<file path="config.mk">
export PLATFORM = sky130hd
export DESIGN_NAME = sdram_wfifo_feeder
export DESIGN_NICKNAME = d
export VERILOG_FILES = /design/src/rtl/sdram_wfifo_feeder.sv
export SDC_FILE = /design/constraint.sdc
export NUM_CORES = 1
export LEC_CHECK = 0
export ABC_AREA = 1
export CAP_MARGIN = 20
export CELL_PAD_IN_SITES_DETAIL_PLACEMENT = 0
export CELL_PAD_IN_SITES_GLOBAL_PLACEMENT = 1
export CORE_MARGIN = 1
export CORE_UTILIZATION = 37
export DETAILED_ROUTE_END_ITERATION = 12
export GPL_TIMING_DRIVEN = 1
export PLACE_DENSITY_LB_ADDON = 0.1
export RECOVER_POWER = 50
export SLEW_MARGIN = 20
export SYNTH_ARGS = -nofsm -noshare
export SYNTH_HDL_FRONTEND = slang
export SYNTH_SLANG_ARGS = --single-unit
</file>
<file path="constraint.sdc">
create_clock -name sclk -period 3.55 [get_ports sclk]
set_input_delay 0.71 -clock sclk [delete_from_list [all_inputs] [get_ports sclk]]
set_output_delay 0.71 -clock sclk [all_outputs]
set_load 0.03 [all_outputs]
</file>
<file path="src/rtl/sdram_wfifo_feeder.sv">
// sdram_wfifo_feeder
//   Upstream stage of the SDRAM write path. Frames a raw pixel stream into
//   H_ACTIVE x V_ACTIVE frames and pushes accepted pixels into the SDRAM
//   controller's write FIFO once SDRAM initialisation has completed.
//
//   Build option: define WFEED_TEST_PATTERN_EN to replace pixel data with a
//   column ramp (low DW bits of the column index) for read-back checks.
//
//   Ports
//     sclk        system clock (shared with SDRAM controller)
//     rst_n       synchronous active-low reset
//     ini_end     SDRAM init complete (level)
//     vs_in       start-of-frame pulse
//     pix_valid   pixel qualifier
//     pix_data    pixel value
//     wfifo_full  write FIFO full
//     wfifo_en    FIFO push strobe, one cycle after acceptance
//     wfifo_data  FIFO push data
//     line_done   pulse with the push of the last pixel of a line
//     frame_done  pulse with the push of the last pixel of a frame
//     col_cnt     column of the next pixel to be accepted
//     row_cnt     row of the next pixel to be accepted
//     busy        high while in ACTIVE
//     err_ovf     sticky overflow flag, cleared only by reset
//
//   state    | meaning
//   WAIT_INI | SDRAM not initialised, input ignored
//   WAIT_SOF | waiting for vs_in, input ignored
//   ACTIVE   | accepting and pushing pixels
//   DROP     | overflow seen, discard until next vs_in
module sdram_wfifo_feeder #(
    parameter int H_ACTIVE = 640,
    parameter int V_ACTIVE = 480,
    parameter int DW       = 8,
    parameter int CW       = 10
) (
    input  logic          sclk,
    input  logic          rst_n,
    input  logic          ini_end,
    input  logic          vs_in,
    input  logic          pix_valid,
    input  logic [DW-1:0] pix_data,
    input  logic          wfifo_full,
    output logic          wfifo_en,
    output logic [DW-1:0] wfifo_data,
    output logic          line_done,
    output logic          frame_done,
    output logic [CW-1:0] col_cnt,
    output logic [CW-1:0] row_cnt,
    output logic          busy,
    output logic          err_ovf
);

    typedef enum logic [1:0] {WAIT_INI, WAIT_SOF, ACTIVE, DROP} state_t;

    localparam logic [CW-1:0] COL_MAX = CW'(H_ACTIVE - 1);
    localparam logic [CW-1:0] ROW_MAX = CW'(V_ACTIVE - 1);

    state_t        state, state_nxt;
    logic [CW-1:0] col_nxt, row_nxt;
    logic [CW-1:0] col_eff, row_eff;
    logic [DW-1:0] data_nxt;
    logic          en_nxt, ld_nxt, fd_nxt, err_nxt;
    logic          running, col_last, row_last;

    always_ff @(posedge sclk) begin
        if (!rst_n) begin
            state      <= WAIT_INI;
            col_cnt    <= '0;
            row_cnt    <= '0;
            wfifo_en   <= 1'b0;
            wfifo_data <= '0;
            line_done  <= 1'b0;
            frame_done <= 1'b0;
            err_ovf    <= 1'b0;
        end else begin
            state      <= state_nxt;
            col_cnt    <= col_nxt;
            row_cnt    <= row_nxt;
            wfifo_en   <= en_nxt;
            wfifo_data <= data_nxt;
            line_done  <= ld_nxt;
            frame_done <= fd_nxt;
            err_ovf    <= err_nxt;
        end
    end

    always_comb begin
        state_nxt = state;
        col_nxt   = col_cnt;
        row_nxt   = row_cnt;
        data_nxt  = wfifo_data;
        en_nxt    = 1'b0;
        ld_nxt    = 1'b0;
        fd_nxt    = 1'b0;
        err_nxt   = err_ovf;
        running   = 1'b0;

        // vs_in restarts the position before the concurrent pixel is judged,
        // so that pixel lands at col 0, row 0 of the new frame.
        col_eff  = vs_in ? '0 : col_cnt;
        row_eff  = vs_in ? '0 : row_cnt;
        col_last = (col_eff == COL_MAX);
        row_last = (row_eff == ROW_MAX);

        if (!ini_end) begin
            state_nxt = WAIT_INI;
        end else begin
            case (state)
                WAIT_INI:       state_nxt = WAIT_SOF;
                WAIT_SOF, DROP: running   = vs_in;
                ACTIVE:         running   = 1'b1;
                default:        state_nxt = WAIT_INI;
            endcase
        end

        if (running) begin
            state_nxt = ACTIVE;
            col_nxt   = col_eff;
            row_nxt   = row_eff;
            if (pix_valid) begin
                if (wfifo_full) begin
                    state_nxt = DROP;
                    err_nxt   = 1'b1;
                end else begin
                    en_nxt = 1'b1;
`ifdef WFEED_TEST_PATTERN_EN
                    data_nxt = DW'(col_eff);
`else
                    data_nxt = pix_data;
`endif
                    ld_nxt = col_last;
                    fd_nxt = col_last && row_last;
                    if (col_last) begin
                        col_nxt = '0;
                        if (row_last) begin
                            row_nxt   = '0;
                            state_nxt = WAIT_SOF;
                        end else begin
                            row_nxt = row_eff + 1'b1;
                        end
                    end else begin
                        col_nxt = col_eff + 1'b1;
                    end
                end
            end
        end
    end

    assign busy = (state == ACTIVE);

endmodule

</file>
Word-level counts from Yosys, hierarchy flattened
Cells that the tools add are included.
Widths: inputs -> output; s select.
Storage, ports and cells
  register bits after elaboration: 34
Cells by class
  $add $sub $neg: 2
  eq/ne operators: 6
  muxes and demuxes: 19
  bitwise logic cells: 4
  reductions and logical operators: 7
Operators with widths (count)
  $mux 10: 9
  $add 10x1->10 const B: 2
  $mux 2: 7
  $eq 10x10->1 const B: 1
  $eq 10x9->1 const B: 1
  $reduce_and 3->1: 3
  $eq 2x2->1 const B: 2
  $not 1->1: 4
  $reduce_or 4->1: 1
  $ne 3x1->1 const B: 1
  $eq 2x1->1 const B: 1
  $logic_not 2->1: 1
  $mux 1: 2
  $pmux 1 s2: 1
  $reduce_or 2->1: 1
  $logic_and 1x1->1: 1

Logic depth before layout (Yosys ltp)
  depth after elaboration: 7
  mapped depth: 12
  depth with buffers taken out: 12

Worst setup path after synthesis
Ideal clock, no wire load.
  path kind: input to register
  start: in vs_in
  end: reg row_cnt[7]
  arrival: 2.009 ns
  required time: 3.418 ns
  path slack: 1.408 ns
  stages on the path: 10
  cells stage by stage: buf_6 -> nor2_1 -> ha_1 -> nand2_1 -> nor2_4 -> nand4_4 -> o21ai_2 -> inv_2 -> nand3_1 -> a21oi_1
Between the ends
  word-level cells in the longest chain between the ends: 6
  elaborated cells between the ends (all ways): 11
  those cells by class: add/sub: 1; eq/ne: 2; mux: 8
RTL lines
  start, declared: line 40  | input logic vs_in,
  $mux 10: line 102  | row_eff = vs_in ? '0 : row_cnt;
  $add 10x1->10 / $eq 10x9->1 (equally long branches): line 140, 104
  $mux 10: line 136  | if (row_last) begin
  $mux 10: line 134  | if (col_last) begin
  $mux 10: line 122  | if (wfifo_full) begin
  $mux 10: line 121  | if (pix_valid) begin
  end signal, assigned: line 79  | row_cnt <= row_nxt;
  end, declared: line 49  | output logic [CW-1:0] row_cnt,
Several ways; a longest one is shown, not always the timed one.
A chain may end at the register's enable or synchronous reset.

Worst setup path in the final report
Same ends and word-level chain as after synthesis.

==> results summary <==
The flow ran to the end, and the final reports show no timing, DRC or antenna violations. The setup TNS came out at 0 ns. From bottom edge to top edge, the die measures 73.6 microns. The synthesis-stage register bit count came out at 34. The worst hold path stage count came out at 2.

The analysis attributes to cell leakage a power of 0.996 nW. The number of hold buffers added after CTS was 0. For this design the total switching power over the nets is 0.201 mW. In this run the power density over the cells is 324 nW/um^2. The internal power of the cells totals 0.617 mW. The hold violation count in the final report was 0. The critical path starts at vs_in.

CTS placed an instance of sky130_fd_sc_hd__clkbuf_8 at the clock tree root. The proportion of power drawn by flip-flops and latches is 47.3%. The largest clock skew in the final design is 0.00681 ns. The mean area per synthesized cell is between 6 and 7 sq um. The share of the yosys chip area belonging to registers is 35.9%. The fraction of power spent switching nets is between 20% and 30%. The number of synthesis warnings is 0. The most common cell after layout, fill and taps aside is sky130_fd_sc_hd__nand2_1.

The die covers roughly 5400 sq um. The initial DRC count came out at 90. In the layout the commonest cells are sky130_fd_sc_hd__nand2_1 (63), sky130_fd_sc_hd__dfxtp_1 (34), sky130_fd_sc_hd__dlygate4sd3_1 (33). Dividing the final minimum period by the clock period gives between 70% and 80%. The post-cts resize count is 0. The clock insertion delay at the later pin of the skew report came out at 0.30 ns. The final standard cell utilization of the core is 52.4%. The via total after detailed routing came out at between 1500 and 2000. The final net count is 337. The buffer count from post-CTS setup fixing is 0. The fmax is 362 MHz. The share of final-layout standard cells stronger than drive strength 1 is 13.0%.

Summing the areas of all and, or, nand and nor instances in the mapped netlist gives between 30% and 40% of the synthesized area. The initialized floorplan defines 25 standard-cell rows. The mux share of post-synthesis cell area is 0%. The width of the chip came out at about 74 microns. The synthesized netlist devotes a little under an eighth of its cell area to compound gates. The time the worst path needs with I/O delays and setup came out at 2.76 ns. For the worst setup path, the data arrival time is ~2.9 ns.

The residual overflow from global routing is 0. Among cell families on the critical path, the largest total delay comes from simple AND/OR/NAND/NOR gates. IR analysis of the VDD net gives a maximum drop of 168 uV. The global routing usage summed across all routing layers is 20.1%.

The clock-pin slew on the worst setup and hold paths came out at 0.08 ns. The remaining antenna violation count is 0. The depth of the worst register-to-register path is 10. The routability congestion estimate from global placement is 0.805. In this run the worst hold path is classified as flop to flop. By area, the combinational part of the netlist is dominated by simple AND/OR/NAND/NOR gates.

The top-level I/O count came out at 47. The routed design has roughly 5100 microns of wire. The share of power burned in the clock network is 44.5%. The startpoint identified for the worst register-to-register timing path is col_cnt[0]. Counting buffers and inverters, the worst setup path is 10 cells deep. Setup repair after global routing left no endpoint under its margin. The proportion of power drawn by combinational gates came out at 8.1%. The number of diodes added for antenna fixing came out at 0. The number of global-route vias before repair is 1675. The worst setup path is launched from an input port.

TritonCTS built the clock tree. The initial core utilization is between 30% and 40%. The net count of the mapped netlist is 290.

The worst setup path is captured at a flop. The maximum fanout along the worst path is 12. On the critical path, the stage with the largest delay is an instance of sky130_fd_sc_hd__clkdlybuf4s50_1.

The post-synthesis instance total came out at 274. The number of search-and-repair iterations in the first detailed-routing pass came out at 4. The proportion of register bits with asynchronous set or reset after synthesis is 0%.

Buffers inserted during clock tree synthesis total 5. Walking the worst path, the cells encountered are clkdlybuf4s50_1, nor2_1, ha_1, nand2_1, nor2_4, nand4_4, o21ai_2, inv_2, nand3_1, a21oi_1. The synthesized cell area came out at 1900 sq um.

The critical path required time is approximately 3.7 ns. The startpoint of the tightest hold check path is err_ovf. The number of enable flip-flop cells after synthesis came out at 0. Counting distinct cell types in the post-synthesis netlist gives 38. In the routed layout, each cell is associated on average with a via count of 4.94. The number of port buffers came out at 46. Total power for the finished layout comes to 0.818 mW. The synthesized netlist devotes 1.32% of its cell area to adder and majority cells.

The setup slack at placement came out at between 0.4 and 0.5 ns. The signed area change from the synthesized netlist to the final layout came out at 33.0%. For this run, the leading register cell type out of synthesis is sky130_fd_sc_hd__dfxtp_1. At the pin with the least slew margin, the transition time is a little over 0.6 ns. The estimated wirelength of the detail-placed design came out at 3610 microns.

The worst relative slew slack came out at about three fifths. The mean routed wirelength per cell is 13.0 microns. The total area inside the core boundary comes to 4820 sq um. The number of antenna violations at the first check in global routing is 0.

Setup violations remaining at the end of the flow were counted as 0. The clock drives 34 sinks. The first-pass GRT wire length is roughly 8000 microns.

The longest clock path from root to sink contains 2 buffers. The xor and xnor area share after synthesis is 1.85%. The classification of the worst setup path is input port to flop. The peak per-stage delay on the critical path is 0.72 ns. The layout has around 500 filler cells. The total buffers and inverters traversed by the critical path came out at 2. The number of violations of the max-capacitance limit came out at 0. Setup slack closes at roughly 0.79 ns. The final count of pins violating max slew came out at 0. The H-tree depth reported by CTS is 2. The remaining design rule violation count came out at 0. The pin count of the biggest net entering global routing is 29.
-- flip-flops by register name, indices dropped and copies added (netlist names) --
signal	flops
col_cnt	10
row_cnt	10
wfifo_data	8
state	2
err_ovf	1
frame_done	1
line_done	1
wfifo_en	1
-- cell type report --
class                   count  area [sq um]  area share, %
multi-input cells         199          1040           41.2
flip-flops and latches     34           681           27.0
repair buffers             49           483           19.1
inverters                  32           124           4.91
well taps                  67          83.8           3.32
clock buffers               5          68.8           2.73
clock inverters             3          45.0           1.78
-- power by group through the flow --
| stage | Combinational (mW) | Sequential, mW | Clock (mW) |
|---|---|---|---|
| 5_1_grt | 0.0728 | 0.387 | 0.393 |
| 3_3_place_gp | 0.0686 | 0.396 | 0 |
| 6_report | 0.0667 | 0.387 | 0.364 |
| 3_5_place_dp | 0.0681 | 0.396 | 0 |
| 4_1_cts | 0.0683 | 0.387 | 0.379 |
| 2_1_floorplan | 0.0328 | 0.400 | 0 |
-- per-layer routing --
layer  up-vias  track usage [%]  part of all wire, %
li1        995                -                    -
met2        46             29.8                   45
met5         -                0                    0
met3         9             5.90                  5.3
met1       872             27.7                   48
met4         0             7.05                  1.7
-- through the flow --
step                      cells  area [sq um]  hold slack [ns]
after floorplan             274          1900            0.471
after global routing        389          2520            0.479
final                       389          2520            0.449
after CTS                   389          2520            0.456
after global placement      381          2410            0.442
after detailed placement    381          2410            0.444
-- worst register-to-register path: cells and delay by family, from the launching register on --
kind	cells	cell delay, ns
fa+ha+maj	1	0.20
buf+inv	2	0.14
flops	1	0.38
simple gates	5	0.74
compound gates	2	0.33
-- kinds of logic after synthesis --
| family | after synthesis |
|---|---|
| compound gates | 42 |
| xor+xnor | 4 |
| fa+ha+maj | 2 |
| buf+inv | 41 |
| flops | 34 |
| simple gates | 151 |
-- path summary, 6_finish.rpt --
kind              slack (ns)         end
hold reg to reg         0.45     err_ovf
setup / recovery        0.79  row_cnt[7]
setup reg to reg        1.65  row_cnt[7]
hold / removal          0.45     err_ovf
-- synth_stat cells, types with 3 or more instances --
cell	n	area (sq um)
sky130_fd_sc_hd__clkbuf_1	3	11.3
sky130_fd_sc_hd__nand3_1	25	125
sky130_fd_sc_hd__nor3_1	5	25.0
sky130_fd_sc_hd__a21oi_1	25	125
sky130_fd_sc_hd__nor2_2	9	56.3
sky130_fd_sc_hd__o21ai_1	4	20.0
sky130_fd_sc_hd__nor2_4	3	33.8
sky130_fd_sc_hd__nor2_1	25	93.8
sky130_fd_sc_hd__dfxtp_1	34	681
sky130_fd_sc_hd__inv_1	23	86.3
sky130_fd_sc_hd__inv_2	7	26.3
sky130_fd_sc_hd__o21ai_0	6	30.0
sky130_fd_sc_hd__nand4_1	8	50.1
sky130_fd_sc_hd__nand2_1	63	236
(Power assumes the default switching activity.)
